$ cat config.mk
export PLATFORM = sky130hd
export DESIGN_NAME = instr_loader
export DESIGN_NICKNAME = d
export VERILOG_FILES = /design/src/rtl/instr_loader.sv
export SDC_FILE = /design/constraint.sdc
export NUM_CORES = 1
export LEC_CHECK = 0
export ABC_AREA = 1
export ABC_CLOCK_PERIOD_IN_PS = 2500
export CAP_MARGIN = 20
export CORE_MARGIN = 4
export CORE_UTILIZATION = 35
export DETAILED_ROUTE_END_ITERATION = 10
export GPL_TIMING_DRIVEN = 0
export HOLD_SLACK_MARGIN = 0.05
export PLACE_DENSITY_LB_ADDON = 0.15
export SLEW_MARGIN = 20
export SYNTH_ARGS = -nofsm -noshare
export SYNTH_HDL_FRONTEND = slang
export SYNTH_SLANG_ARGS = --single-unit
$ cat constraint.sdc
create_clock -name clk -period 2.5 [get_ports clk]
set_input_delay 0.5 -clock clk [delete_from_list [all_inputs] [get_ports clk]]
set_output_delay 0.5 -clock clk [all_outputs]
set_load 0.03 [all_outputs]
$ cat src/rtl/instr_loader.sv
`default_nettype none
// ============================================================================
//  Module   : instr_loader
//  Function : Framed byte-stream program loader for the instruction memory.
//             Assembles little-endian words, writes them from address 0 and
//             holds the core in reset until a well-formed image is loaded.
//  Revision : 1.0 - initial release
// ============================================================================
module instr_loader #(
    parameter int         ADDR_W    = 8,
    parameter logic [7:0] SYNC_BYTE = 8'hA5
) (
    input  logic              clk,
    input  logic              rst,
    input  logic              start,
    input  logic [7:0]        in_data,
    input  logic              in_valid,
    output logic              in_ready,
    output logic              mem_we,
    output logic [ADDR_W-1:0] mem_addr,
    output logic [31:0]       mem_wdata,
    output logic              cpu_rst,
    output logic              busy,
    output logic              done,
    output logic              err
);

    typedef enum logic [2:0] {
        S_IDLE   = 3'd0,
        S_SYNC   = 3'd1,
        S_LEN_LO = 3'd2,
        S_LEN_HI = 3'd3,
        S_DATA   = 3'd4,
        S_WRITE  = 3'd5,
        S_DONE   = 3'd6,
        S_ERR    = 3'd7
    } state_t;

    localparam logic [16:0]       c_DEPTH    = 17'(2 ** ADDR_W);
    localparam logic [ADDR_W-1:0] c_ADDR_ONE = {{(ADDR_W-1){1'b0}}, 1'b1};

    state_t            r_state, w_state;
    logic [15:0]       r_len, w_len;
    logic [16:0]       r_cnt, w_cnt;
    logic [1:0]        r_idx, w_idx;
    logic [23:0]       r_word, w_word;
    logic              r_in_ready, w_in_ready;
    logic              r_mem_we, w_mem_we;
    logic [ADDR_W-1:0] r_mem_addr, w_mem_addr;
    logic [31:0]       r_mem_wdata, w_mem_wdata;
    logic              r_cpu_rst, w_cpu_rst;
    logic              r_busy, w_busy;
    logic              r_done, w_done;
    logic              r_err, w_err;
    logic              w_accept;
    logic [15:0]       w_len_full;

    // in_ready is a registered image of the state, so it doubles as the accept qualifier
    assign w_accept   = in_valid & r_in_ready;
    assign w_len_full = {in_data, r_len[7:0]};

    always_ff @(posedge clk) begin
        if (rst) begin
            r_state     <= S_IDLE;
            r_len       <= '0;
            r_cnt       <= '0;
            r_idx       <= '0;
            r_word      <= '0;
            r_in_ready  <= 1'b0;
            r_mem_we    <= 1'b0;
            r_mem_addr  <= '0;
            r_mem_wdata <= '0;
            r_cpu_rst   <= 1'b1;
            r_busy      <= 1'b0;
            r_done      <= 1'b0;
            r_err       <= 1'b0;
        end else begin
            r_state     <= w_state;
            r_len       <= w_len;
            r_cnt       <= w_cnt;
            r_idx       <= w_idx;
            r_word      <= w_word;
            r_in_ready  <= w_in_ready;
            r_mem_we    <= w_mem_we;
            r_mem_addr  <= w_mem_addr;
            r_mem_wdata <= w_mem_wdata;
            r_cpu_rst   <= w_cpu_rst;
            r_busy      <= w_busy;
            r_done      <= w_done;
            r_err       <= w_err;
        end
    end

    always_comb begin
        w_state     = r_state;
        w_len       = r_len;
        w_cnt       = r_cnt;
        w_idx       = r_idx;
        w_word      = r_word;
        w_mem_addr  = r_mem_addr;
        w_mem_wdata = r_mem_wdata;
        w_cpu_rst   = r_cpu_rst;
        w_busy      = r_busy;
        w_done      = r_done;
        w_err       = r_err;

        case (r_state)
            S_IDLE: begin
                if (start) begin
                    w_done     = 1'b0;
                    w_err      = 1'b0;
                    w_cnt      = '0;
                    w_mem_addr = '0;
                    w_busy     = 1'b1;
                    w_cpu_rst  = 1'b1;
                    w_state    = S_SYNC;
                end
            end
            S_SYNC: begin
                if (w_accept) begin
                    w_state = (in_data == SYNC_BYTE) ? S_LEN_LO : S_ERR;
                end
            end
            S_LEN_LO: begin
                if (w_accept) begin
                    w_len[7:0] = in_data;
                    w_state    = S_LEN_HI;
                end
            end
            S_LEN_HI: begin
                if (w_accept) begin
                    w_len = w_len_full;
                    w_idx = '0;
                    if (w_len_full == 16'd0) begin
                        w_state = S_DONE;
                    end else if ({1'b0, w_len_full} > c_DEPTH) begin
                        w_state = S_ERR;
                    end else begin
                        w_state = S_DATA;
                    end
                end
            end
            S_DATA: begin
                if (w_accept) begin
                    w_idx = r_idx + 2'd1;
                    case (r_idx)
                        2'd0:    w_word[7:0]   = in_data;
                        2'd1:    w_word[15:8]  = in_data;
                        2'd2:    w_word[23:16] = in_data;
                        default: begin
                            w_mem_wdata = {in_data, r_word};
                            w_state     = S_WRITE;
                        end
                    endcase
                end
            end
            S_WRITE: begin
                // mem_addr wraps to 0 after a full-depth image; no write follows
                w_cnt      = r_cnt + 17'd1;
                w_mem_addr = r_mem_addr + c_ADDR_ONE;
                w_state    = (r_cnt + 17'd1 == {1'b0, r_len}) ? S_DONE : S_DATA;
            end
            S_DONE:  w_state = S_IDLE;
            S_ERR:   w_state = S_IDLE;
            default: w_state = S_IDLE;
        endcase

        // Status levels change on entry so they are visible during DONE/ERR
        if (w_state == S_DONE && r_state != S_DONE) begin
            w_done    = 1'b1;
            w_busy    = 1'b0;
            w_cpu_rst = 1'b0;
        end
        if (w_state == S_ERR && r_state != S_ERR) begin
            w_err     = 1'b1;
            w_busy    = 1'b0;
            w_cpu_rst = 1'b1;
        end

        w_in_ready = (w_state == S_SYNC) || (w_state == S_LEN_LO) ||
                     (w_state == S_LEN_HI) || (w_state == S_DATA);
        w_mem_we   = (w_state == S_WRITE);
    end

    assign in_ready  = r_in_ready;
    assign mem_we    = r_mem_we;
    assign mem_addr  = r_mem_addr;
    assign mem_wdata = r_mem_wdata;
    assign cpu_rst   = r_cpu_rst;
    assign busy      = r_busy;
    assign done      = r_done;
    assign err       = r_err;

endmodule
`default_nettype wire

==> summary.md, run 1 <==
| Metric | Value |
|---|---|
| Vias | `4520` |
| Pins Over Slew Limit | `0` |
| Hold path startpoint | `err$_SDFFE_PP0P_` |
| Area grow syn2layout | `22.4%` |
| Yosys reg bits | `108` |
| First-pass GRT wire length | `22200 microns` |
| DR vias/cell | `4.97` |
| Worst-margin pin slew | `628 ps` |
| Gr usage total | `17.6%` |
| R2R cell count | `8` |
| Clk slew on worst S/H paths | `70 ps` |
| Final core utilization | `44.0%` |
| Delay-heaviest family, CP | `simple AND/OR/NAND/NOR gates` |
| Antenna violations before repair | `0` |
| Post-synth top area cell | `dfxtp_1` |
| Crit. End Element | `flip-flop` |
| Fraction of layout instances using a drive strength above 1 | `5.87%` |
| CTS root buffer | `clkbuf_16` |
| Mapped Area | `4780 sq um` |
| # diodes | `0` |
| Most area-consuming cells after synthesis | `dfxtp_1 (45%), nand2_1 (9.4%), o21ai_0 (8.5%)` |
| Multi-input logic area | `2270 sq um` |
| Crit path cell chain | `clkdlybuf4s50_1, inv_1, nand4_1, or2_2, o21ai_0, nand4_1, nor2_1, nand2_2, o21ai_0, nand2_1` |
| Placer Congestion | `0.910` |
| Crit path required time | `2750 ps` |
| Slowest CP cell | `clkdlybuf4s50_1` |
| Hold Fails Final Rpt | `0` |
| Status | `finished clean` |
| First drt pass iteration count | `6` |
| Clk_skew | `6.77 ps` |
| DP HPWL | `9870 microns` |
| Clk_lat worst skew | `360 ps` |
| Hold endpoint | `err$_SDFFE_PP0P_` |
| 1st-iter DRT viols | `350` |
| HP Class | `flip-flop to flip-flop` |
| P_leak | `0.00225 uW` |
| Critical Path Start Type | `input pin` |
| Final min period | `2290 ps` |
| H-tree depth | `3` |
| Total Power | `3360 uW` |
| Max rail drop VDD | `0.000453 V` |
| Total global routing overflow | `0` |
| Largest net degree at the start of global routing | `19` |
| Vias in the first global route | `4444` |
| Initial Utilization | `35.9%` |
| CTS tree | `built` |
| Post-synthesis cell type count | `34` |
| Io pins | `58` |
| Die Y | `125 microns` |
| Synth async-reset ratio | `0%` |
| Synth top area share | `45.3%` |
| Sequential fraction of the synthesis area | `45.3%` |
| Synth Instances | `661` |
| Post-synth EDFFs | `0` |
| Storage element area | `2160 sq um` |
| Final-report setup violation count | `0` |
| Worst-path fanout max | `6` |
| Worst EP arrival | `2540 ps` |
| Worst hold path depth | `2` |
| Fillers | `1350` |
| Count of input and output buffers | `56` |
| Synthesized Nets | `679` |
| Layout Nets | `746` |
| Design Area, Final | `5850 sq um` |
| Rows | `42` |
| WP buf/inv | `2` |
| Period utilization | `91.8%` |
| Cts bufs inserted | `9` |
| CTS sink cnt | `108` |
| Worst path max stage delay | `440 ps` |
| Final wirelength | `13500 microns` |
| Reg2reg start | `r_state[2]$_SDFF_PP0_` |
| Die area | `15600 sq um` |
| Syn Area/Cell | `7.23 sq um` |
| DRC violations left | `0` |
| PwrDens | `574 nW/um^2` |
| Placed cell area | `5560 sq um` |
| CP startpoint | `in_data[4]` |
| Core area | `13300 sq um` |
| Final antenna-violating net count | `0` |
| Reg2reg setup slack | `290 ps` |
| WL per Instance | `14.8 microns` |
| FF-to-FF End | `r_cnt[2]$_SDFFE_PP0P_` |
| Clock buffer depth | `2` |
| Crit path kind | `input pin to flip-flop` |
| Fmax | `0.436 GHz` |
| Chip Width | `125 microns` |
| Top FF cell, synth | `dfxtp_1` |
| Max-Cap Viols | `0` |
| RSZ-0062 raised after global routing | `false` |
| Yosys warns | `0` |
| Slew margin rel. | `58.1%` |
[layout make-up]
cell class | instances | share of cell area (%)
Sequential cell | 108 | 37.0
Timing Repair Buffer | 56 | 9.59
Inverter | 68 | 4.37
Clock buffer | 11 | 4.15
Tap cell | 176 | 3.77
Multi-Input combinational cell | 460 | 38.8
Buffer | 25 | 1.60
Clock inverter | 5 | 0.728
[repair_timing]
action                     CTS  global route
setup endpoints to repair    0            10
hold buffers                 0             0
resized for setup            0             1
setup buffers                0             0
[cell families (layout without fill, tap and decap cells)]
group,after synthesis,after routing,share of synthesized area (%)
AO/OA/AOI/OAI,163,163,17.5
AND/OR/NAND/NOR,286,286,26.8
buffers and inverters,93,165,7.31
XOR/XNOR,5,5,1.49
adder cells (fa/ha/maj),6,6,1.57
flip-flops,108,108,45.3
[cell usage in the layout (no fill, tap or decap), types with 2 or more instances in the layout]
cell type / Yosys / final
nand2_1: 119 / 119
dfxtp_1: 108 / 108
o21ai_0: 81 / 81
nor2_1: 77 / 77
a21oi_1: 73 / 73
inv_1: 64 / 64
clkdlybuf4s50_1: 0 / 56
nand3_1: 40 / 40
clkbuf_1: 24 / 25
nand4_1: 13 / 13
nand2_2: 11 / 11
clkbuf_16: 0 / 9
nor3_1: 6 / 6
ha_1: 6 / 6
nor2_4: 3 / 4
nor2_2: 5 / 4
inv_2: 3 / 3
o22ai_1: 3 / 3
nand3b_1: 3 / 3
a211oi_1: 2 / 2
and3_1: 2 / 2
or2_2: 2 / 2
xnor2_1: 2 / 2
xnor3_1: 2 / 2
clkinv_4: 0 / 2
inv_6: 0 / 2
[state kept, by name (all words and copies together), names as in the netlist]
name,count
mem_wdata,32
r_word,24
r_cnt,17
r_len,16
mem_addr,8
r_state,3
r_idx,2
busy,1
cpu_rst,1
done,1
err,1
in_ready,1
mem_we,1
[power by group]
part           internal (uW)  leakage, uW  switching [uW]
Combinational           68.4      0.00124             161
Clock                    715     0.000137             667
Sequential              1730     0.000870            11.1
[worst max path at each step]
stage          cells after the start  slack (ps)                     to
3_5_place_dp                      13         -80   cpu_rst$_SDFFE_PP1P_
5_1_grt                           14          20   cpu_rst$_SDFFE_PP1P_
3_3_place_gp                      13         -40   cpu_rst$_SDFFE_PP1P_
4_1_cts                            8          80  r_cnt[2]$_SDFFE_PP0P_
2_1_floorplan                     15         670   cpu_rst$_SDFFE_PP1P_
6_report                          10         210   cpu_rst$_SDFFE_PP1P_
[stage by stage]
stage                     setup WS [ps]  std cells  TNS [ps]  hold slack [ps]
final                               206        909         0              471
after CTS                          82.8        909         0              479
after global placement            -44.5        893     -44.5              462
after detailed placement          -78.4        893      -596              468
after floorplan                     669        661         0              444
after global routing               24.4        909         0              504
[synthesized netlist by cell type (2+ instances only)]
library cell	number
o21ai_0	81
nand3_1	40
nand2_1	119
nand2_2	11
nor2_1	77
nor2_2	5
xnor2_1	2
dfxtp_1	108
or2_2	2
nand4_1	13
and3_1	2
o22ai_1	3
ha_1	6
clkbuf_1	24
xnor3_1	2
nand3b_1	3
a211oi_1	2
nor2_4	3
inv_2	3
nor3_1	6
a21oi_1	73
inv_1	64
[routing by layer]
layer | vias to the layer above | GRT usage [%] | share of wire (%)
li1 | 2312 | - | -
met5 | - | 0 | 0
met4 | 0 | 4.53 | 1.2
met2 | 84 | 30.8 | 49
met3 | 12 | 4.12 | 3.8
met1 | 2112 | 21.8 | 46
[worst min-delay path, cell delays in order (launching register included)]
cell and delay (ps):
dfxtp_1 310, nand2_1 60, a21oi_1 60
Note: power is estimated with default switching activity, not from simulation.
==> run 2: changes to the inputs <==
--- a/config.mk
+++ b/config.mk
@@ -8,6 +8,7 @@
 export ABC_AREA = 1
 export ABC_CLOCK_PERIOD_IN_PS = 2500
 export CAP_MARGIN = 20
+export CORE_ASPECT_RATIO = 0.5
 export CORE_MARGIN = 4
 export CORE_UTILIZATION = 35
 export DETAILED_ROUTE_END_ITERATION = 10
==> run 2 against run 1 <==
  * Worst setup slack improved by 58 ps
  * Die area rose by 0.73%
  * Critical path type unchanged
  * Final area barely moved
  * Fmax rose by 2.6%
  * First-iteration DRC count fell by 17%
  * Hold slack got worse by 4.9 ps
  * Largest power group unchanged
  * Sequential power barely moved
  * Core utilization rose by 1.1 points
  * Cell count fell by 0.66%
  * Combinational power barely moved
  * Critical endpoint unchanged
  * Register-to-register slack barely moved
  * Critical path depth did not move
==> summary.md, run 2 (synthesis gave the netlist of run 1 again) <==
| Metric | Value |
|---|---|
| Sw Pwr | `897 uW` |
| Hold endpoint | `done$_SDFFE_PP0P_` |
| Chip Width | `173 microns` |
| Reg2reg start | `r_cnt[0]$_SDFFE_PP0P_` |
| Cts bufs inserted | `9` |
| Gr usage total | `17.3%` |
| H-tree depth | `3` |
| CTS sink cnt | `108` |
| Worst-margin pin slew | `623 ps` |
| Clk_skew | `6.93 ps` |
| Placed Cells | `887` |
| Most common cell after layout, fill and taps aside | `nand2_1` |
| CTS root buffer | `clkbuf_16` |
| Most frequent cells in the layout | `nand2_1 (119), dfxtp_1 (108), o21ai_0 (81)` |
| HP Class | `flip-flop to flip-flop` |
| Clock Power Share | `42.0%` |
| Cts hold-fix bufs | `0` |
| Clk slew on worst S/H paths | `80 ps` |
| Total Power | `3410 uW` |
| Pins Over Slew Limit | `0` |
| Initial Utilization | `36.8%` |
| Slowest CP cell | `clkdlybuf4s50_1` |
| Area grow syn2layout | `22.5%` |
| Final wirelength | `13400 microns` |
| Worst-path fanout max | `6` |
| Comb power frac | `6.8%` |
| Period utilization | `89.5%` |
| First-pass GRT wire length | `22200 microns` |
| Io pins | `58` |
| Final min period | `2240 ps` |
| Clock buffer depth | `2` |
| First drt pass iteration count | `7` |
| Max FFs per register | `32` |
| WP buf/inv | `2` |
| Sum Neg Setup Slack | `0 ps` |
| Slew margin rel. | `58.5%` |
| Clk_lat worst skew | `350 ps` |
| Crit. End Element | `flip-flop` |
| Crit path cell chain | `clkdlybuf4s50_1, inv_1, nand4_1, or2_2, o21ai_0, nand4_1, nor2_1, nand2_2, o21ai_0, nand2_1` |
| Final-report setup violation count | `0` |
| Count of input and output buffers | `56` |
| Core area | `13000 sq um` |
| Vias in the first global route | `4381` |
| Hold Fails Final Rpt | `0` |
| Critical Path Start Type | `input pin` |
| Rows | `29` |
| DP HPWL | `9570 microns` |
| P_leak | `0.00225 uW` |
| Status | `finished clean` |
| Placer Congestion | `0.833` |
| RSZ-0062 raised after global routing | `false` |
| Largest net degree at the start of global routing | `21` |
| Net Sw Frac | `26.3%` |
| Design Area, Final | `5850 sq um` |
| Number of post-CTS setup repair buffers | `0` |
| Placed cell area | `5550 sq um` |
| CTS tree | `built` |
| Hold path startpoint | `done$_SDFFE_PP0P_` |
| Final cell count without fillers | `903` |
| Die Y | `90.6 microns` |
| Fmax | `0.447 GHz` |
| DRC violations left | `0` |
| Die area | `15700 sq um` |
| Worst EP arrival | `2480 ps` |
| Worst hold path depth | `2` |
| Reg2reg setup slack | `280 ps` |
| Worst path max stage delay | `440 ps` |
| R2R cell count | `14` |
| Max rail drop VDD | `0.000361 V` |
| Layout Nets | `746` |
| Crit path required time | `2740 ps` |
| Max-Cap Viols | `0` |
| DR vias/cell | `5.00` |
| P_int | `2510 uW` |
| # diodes | `0` |
| Antenna violations before repair | `0` |
| Crit path kind | `input pin to flip-flop` |
| Fraction of layout instances using a drive strength above 1 | `6.28%` |
| Total global routing overflow | `0` |
| FF-to-FF End | `cpu_rst$_SDFFE_PP1P_` |
| Final antenna-violating net count | `0` |
| Vias | `4512` |
| WL per Instance | `14.9 microns` |
| Delay-heaviest family, CP | `simple AND/OR/NAND/NOR gates` |
| Flop pwr share | `51.2%` |
| 1st-iter DRT viols | `289` |
| PwrDens | `582 nW/um^2` |
## run 2: changes by cell type in the layout (fill, tap and decap cells not counted), sizes merged
cell / delta
clkbuf: -2
inv: +2
clkinv: -2
clkinvlp: +2
## run 2: how the worst max path moves through the flow
stage | from | to | slack (ps) | cells after the start
3_3_place_gp | in_data[4] | cpu_rst$_SDFFE_PP1P_ | -70 | 10
6_report | in_data[4] | cpu_rst$_SDFFE_PP1P_ | 260 | 10
5_1_grt | r_cnt[0]$_SDFFE_PP0P_ | cpu_rst$_SDFFE_PP1P_ | 7 | 14
2_1_floorplan | r_cnt[0]$_SDFFE_PP0P_ | cpu_rst$_SDFFE_PP1P_ | 670 | 15
4_1_cts | r_state[2]$_SDFF_PP0_ | r_cnt[3]$_SDFFE_PP0P_ | 220 | 8
3_5_place_dp | in_data[4] | cpu_rst$_SDFFE_PP1P_ | -80 | 10
## run 2: worst reg2reg max path: stages, from the launching register on
cell,delay (ps)
dfxtp_1,420
ha_1,240
nand2_2,140
nor2_8,170
nand3_1,130
nand3_1,130
nand3_1,80
nor2_1,140
nand2_1,90
nor2_2,120
nand3_2,130
nand2_2,120
nand2_2,70
o21ai_0,80
nand2_1,70
## run 2: layer usage
layer	wire length (microns)	track usage, %
met1	6670	23.3
met5	0	0
met3	509	3.01
met4	92	3.25
met2	6140	29.4
## run 2: stage by stage
stage	util (%)	worst slack, ps	hold WS [ps]
after global routing	45.0	7.03	498
final	45.0	263	467
after global placement	42.7	-74.0	459
after detailed placement	42.7	-82.4	455
after floorplan	-	669	444
after CTS	45.0	215	466
## run 2: layout make-up
cell class / instances / area, sq um
clock buffer: 9 / 225
timing repair buffer: 56 / 561
sequential: 108 / 2160
clock inverter: 7 / 68.8
multi-input combinational: 460 / 2270
inverter: 68 / 259
buffer: 25 / 93.8
tap: 170 / 213
fill: 1365 / 7140
## run 2: timing repair
action	4_1_cts	5_1_grt
endpoints found under the setup margin	0	10
gates resized for setup	0	2
endpoints found under the hold margin	0	0
## run 2: power groups by stage
stage | logic [uW] | registers, uW | clock network, uW
detailed placement | 230 | 1780 | 0
floorplan | 124 | 1790 | 0
CTS | 231 | 1740 | 1460
global route | 256 | 1750 | 1530
global placement | 229 | 1780 | 0
finish | 231 | 1740 | 1430
==> run 3: changes to the inputs <==
--- a/config.mk
+++ b/config.mk
@@ -14,7 +14,6 @@
 export DETAILED_ROUTE_END_ITERATION = 10
 export GPL_TIMING_DRIVEN = 0
 export HOLD_SLACK_MARGIN = 0.05
-export PLACE_DENSITY_LB_ADDON = 0.15
 export SLEW_MARGIN = 20
 export SYNTH_ARGS = -nofsm -noshare
 export SYNTH_HDL_FRONTEND = slang
==> run 3 against run 2 <==
  * Sequential cell count stayed put
  * First-iteration DRC count is 3.1% higher
  * Die area did not move
  * Largest cell class unchanged
  * Largest power group unchanged
  * Highest routed layer unchanged
  * Worst setup slack got worse by 43 ps
==> summary.md, run 3 (synthesis gave the netlist of run 1 again) <==
| Metric | Value |
|---|---|
| Status | `finished clean` |
| Clk_lat worst skew | `350 ps` |
| Fraction of layout instances using a drive strength above 1 | `6.14%` |
| HP Class | `flip-flop to flip-flop` |
| # diodes | `0` |
| Pins Over Slew Limit | `0` |
| Count of input and output buffers | `56` |
| Total Power | `3400 uW` |
| Max-Cap Viols | `0` |
| WL per Instance | `14.6 microns` |
| FF-to-FF End | `r_cnt[16]$_SDFFE_PP0P_` |
| Crit. End Element | `flip-flop` |
| Die area | `15700 sq um` |
| First drt pass iteration count | `5` |
| GR Util met1 | `23.3%` |
| Clk_skew | `10.1 ps` |
| Gr usage total | `16.7%` |
| Crit path required time | `2740 ps` |
| P_leak | `0.00225 uW` |
| Critical Path Start Type | `input pin` |
| Final core utilization | `45.0%` |
| Most common cell after layout, fill and taps aside | `nand2_1` |
| Final wirelength | `13200 microns` |
| Gr busiest metal | `met2` |
| Core area | `13000 sq um` |
| CTS tree | `built` |
| Worst-path fanout max | `8` |
| WHS | `468 ps` |
| Met3 GRT Util | `3.18%` |
| Layout Nets | `746` |
| Max rail drop VDD | `0.000292 V` |
| Max FFs per register | `32` |
| Period utilization | `91.2%` |
| Antenna violations before repair | `0` |
| Largest net degree at the start of global routing | `20` |
| Clk slew on worst S/H paths | `70 ps` |
| Hold path startpoint | `err$_SDFFE_PP0P_` |
| Io pins | `58` |
| Number of post-CTS setup repair buffers | `0` |
| Fmax | `0.439 GHz` |
| Cts hold-fix bufs | `0` |
| Final antenna-violating net count | `0` |
| Worst-margin pin slew | `690 ps` |
| Reg2reg setup slack | `250 ps` |
| Fillers | `1340` |
| CTS sink cnt | `108` |
| Slew margin rel. | `54.0%` |
| Vias | `4527` |
| Final min period | `2280 ps` |
| Worst hold path depth | `2` |
| Routing usage on met2 | `27.2%` |
| RSZ-0062 raised after global routing | `false` |
| DR vias/cell | `5.01` |
| Rows | `29` |
| Crit path kind | `input pin to flip-flop` |
| Clock buffer depth | `2` |
| Cts bufs inserted | `9` |
| DRC violations left | `0` |
| CTS resizes | `0` |
| Chip Width | `173 microns` |
| Hold endpoint | `err$_SDFFE_PP0P_` |
| First-pass GRT wire length | `21400 microns` |
| Final-report setup violation count | `0` |
| R2R cell count | `8` |
| Total global routing overflow | `0` |
| Hold Fails Final Rpt | `0` |
| Placer Congestion | `0.828` |
| CTS root buffer | `clkbuf_16` |
| Initial Utilization | `36.8%` |
| Reg2reg start | `r_state[2]$_SDFF_PP0_` |
| 1st-iter DRT viols | `298` |
| Sum Neg Setup Slack | `0 ps` |
| Area grow syn2layout | `22.4%` |
| Worst EP arrival | `2520 ps` |
| Most frequent cells in the layout | `nand2_1 (119), dfxtp_1 (108), o21ai_0 (81)` |
| DP HPWL | `9350 microns` |
| PwrDens | `581 nW/um^2` |
| H-tree depth | `3` |
| Vias in the first global route | `4105` |
| Die Y | `90.6 microns` |
## run 3: final cells by class
type	count	area, sq um	area share (%)
well taps	170	213	3.64
flip-flops and latches	108	2160	37.0
clock inverters	6	52.6	0.899
repair buffers	56	561	9.59
inverters	68	259	4.43
clock buffers	10	239	4.09
multi-input cells	460	2260	38.7
plain buffers	25	93.8	1.61
## run 3: worst max-delay path by stage
stage                                     start               endpoint  slack (ps)  depth (start not counted)
after floorplan           r_cnt[0]$_SDFFE_PP0P_   cpu_rst$_SDFFE_PP1P_         670                         15
after global placement                 in_valid   cpu_rst$_SDFFE_PP1P_         -80                         13
after detailed placement               in_valid   cpu_rst$_SDFFE_PP1P_         -90                         13
after CTS                 r_state[2]$_SDFF_PP0_  r_cnt[1]$_SDFFE_PP0P_         180                          8
after global routing                   in_valid   cpu_rst$_SDFFE_PP1P_          10                         13
final                                  in_valid   cpu_rst$_SDFFE_PP1P_         220                         13
## run 3: metrics by stage
stage / setup WS, ps / instances / area, sq um
floorplan: 669 / 661 / 4780
global placement: -79.2 / 887 / 5550
detailed placement: -88.5 / 887 / 5550
CTS: 178 / 903 / 5840
global route: 10.1 / 903 / 5840
finish: 220 / 903 / 5840
## run 3: worst max-delay path: stages
cell	delay, ps
clkdlybuf4s50_1	400
nand2_1	170
inv_1	100
nand2_1	110
inv_2	70
nand2_1	240
inv_1	180
nor2_1	140
nand4_1	200
nor2_1	160
nand2_2	80
o21ai_0	80
nand2_1	70
## run 3: power breakdown
part	switching [uW]	internal [uW]	leakage, uW
clock network	700	725	0.000143
logic	161	68.8	0.00124
registers	11.1	1730	0.000870
## run 3: layer usage
| metal | up-vias | wire length, microns |
|---|---|---|
| met5 | - | 0 |
| met4 | 0 | 96 |
| met3 | 11 | 505 |
| met2 | 101 | 5920 |
| met1 | 2107 | 6640 |
| li1 | 2308 | - |
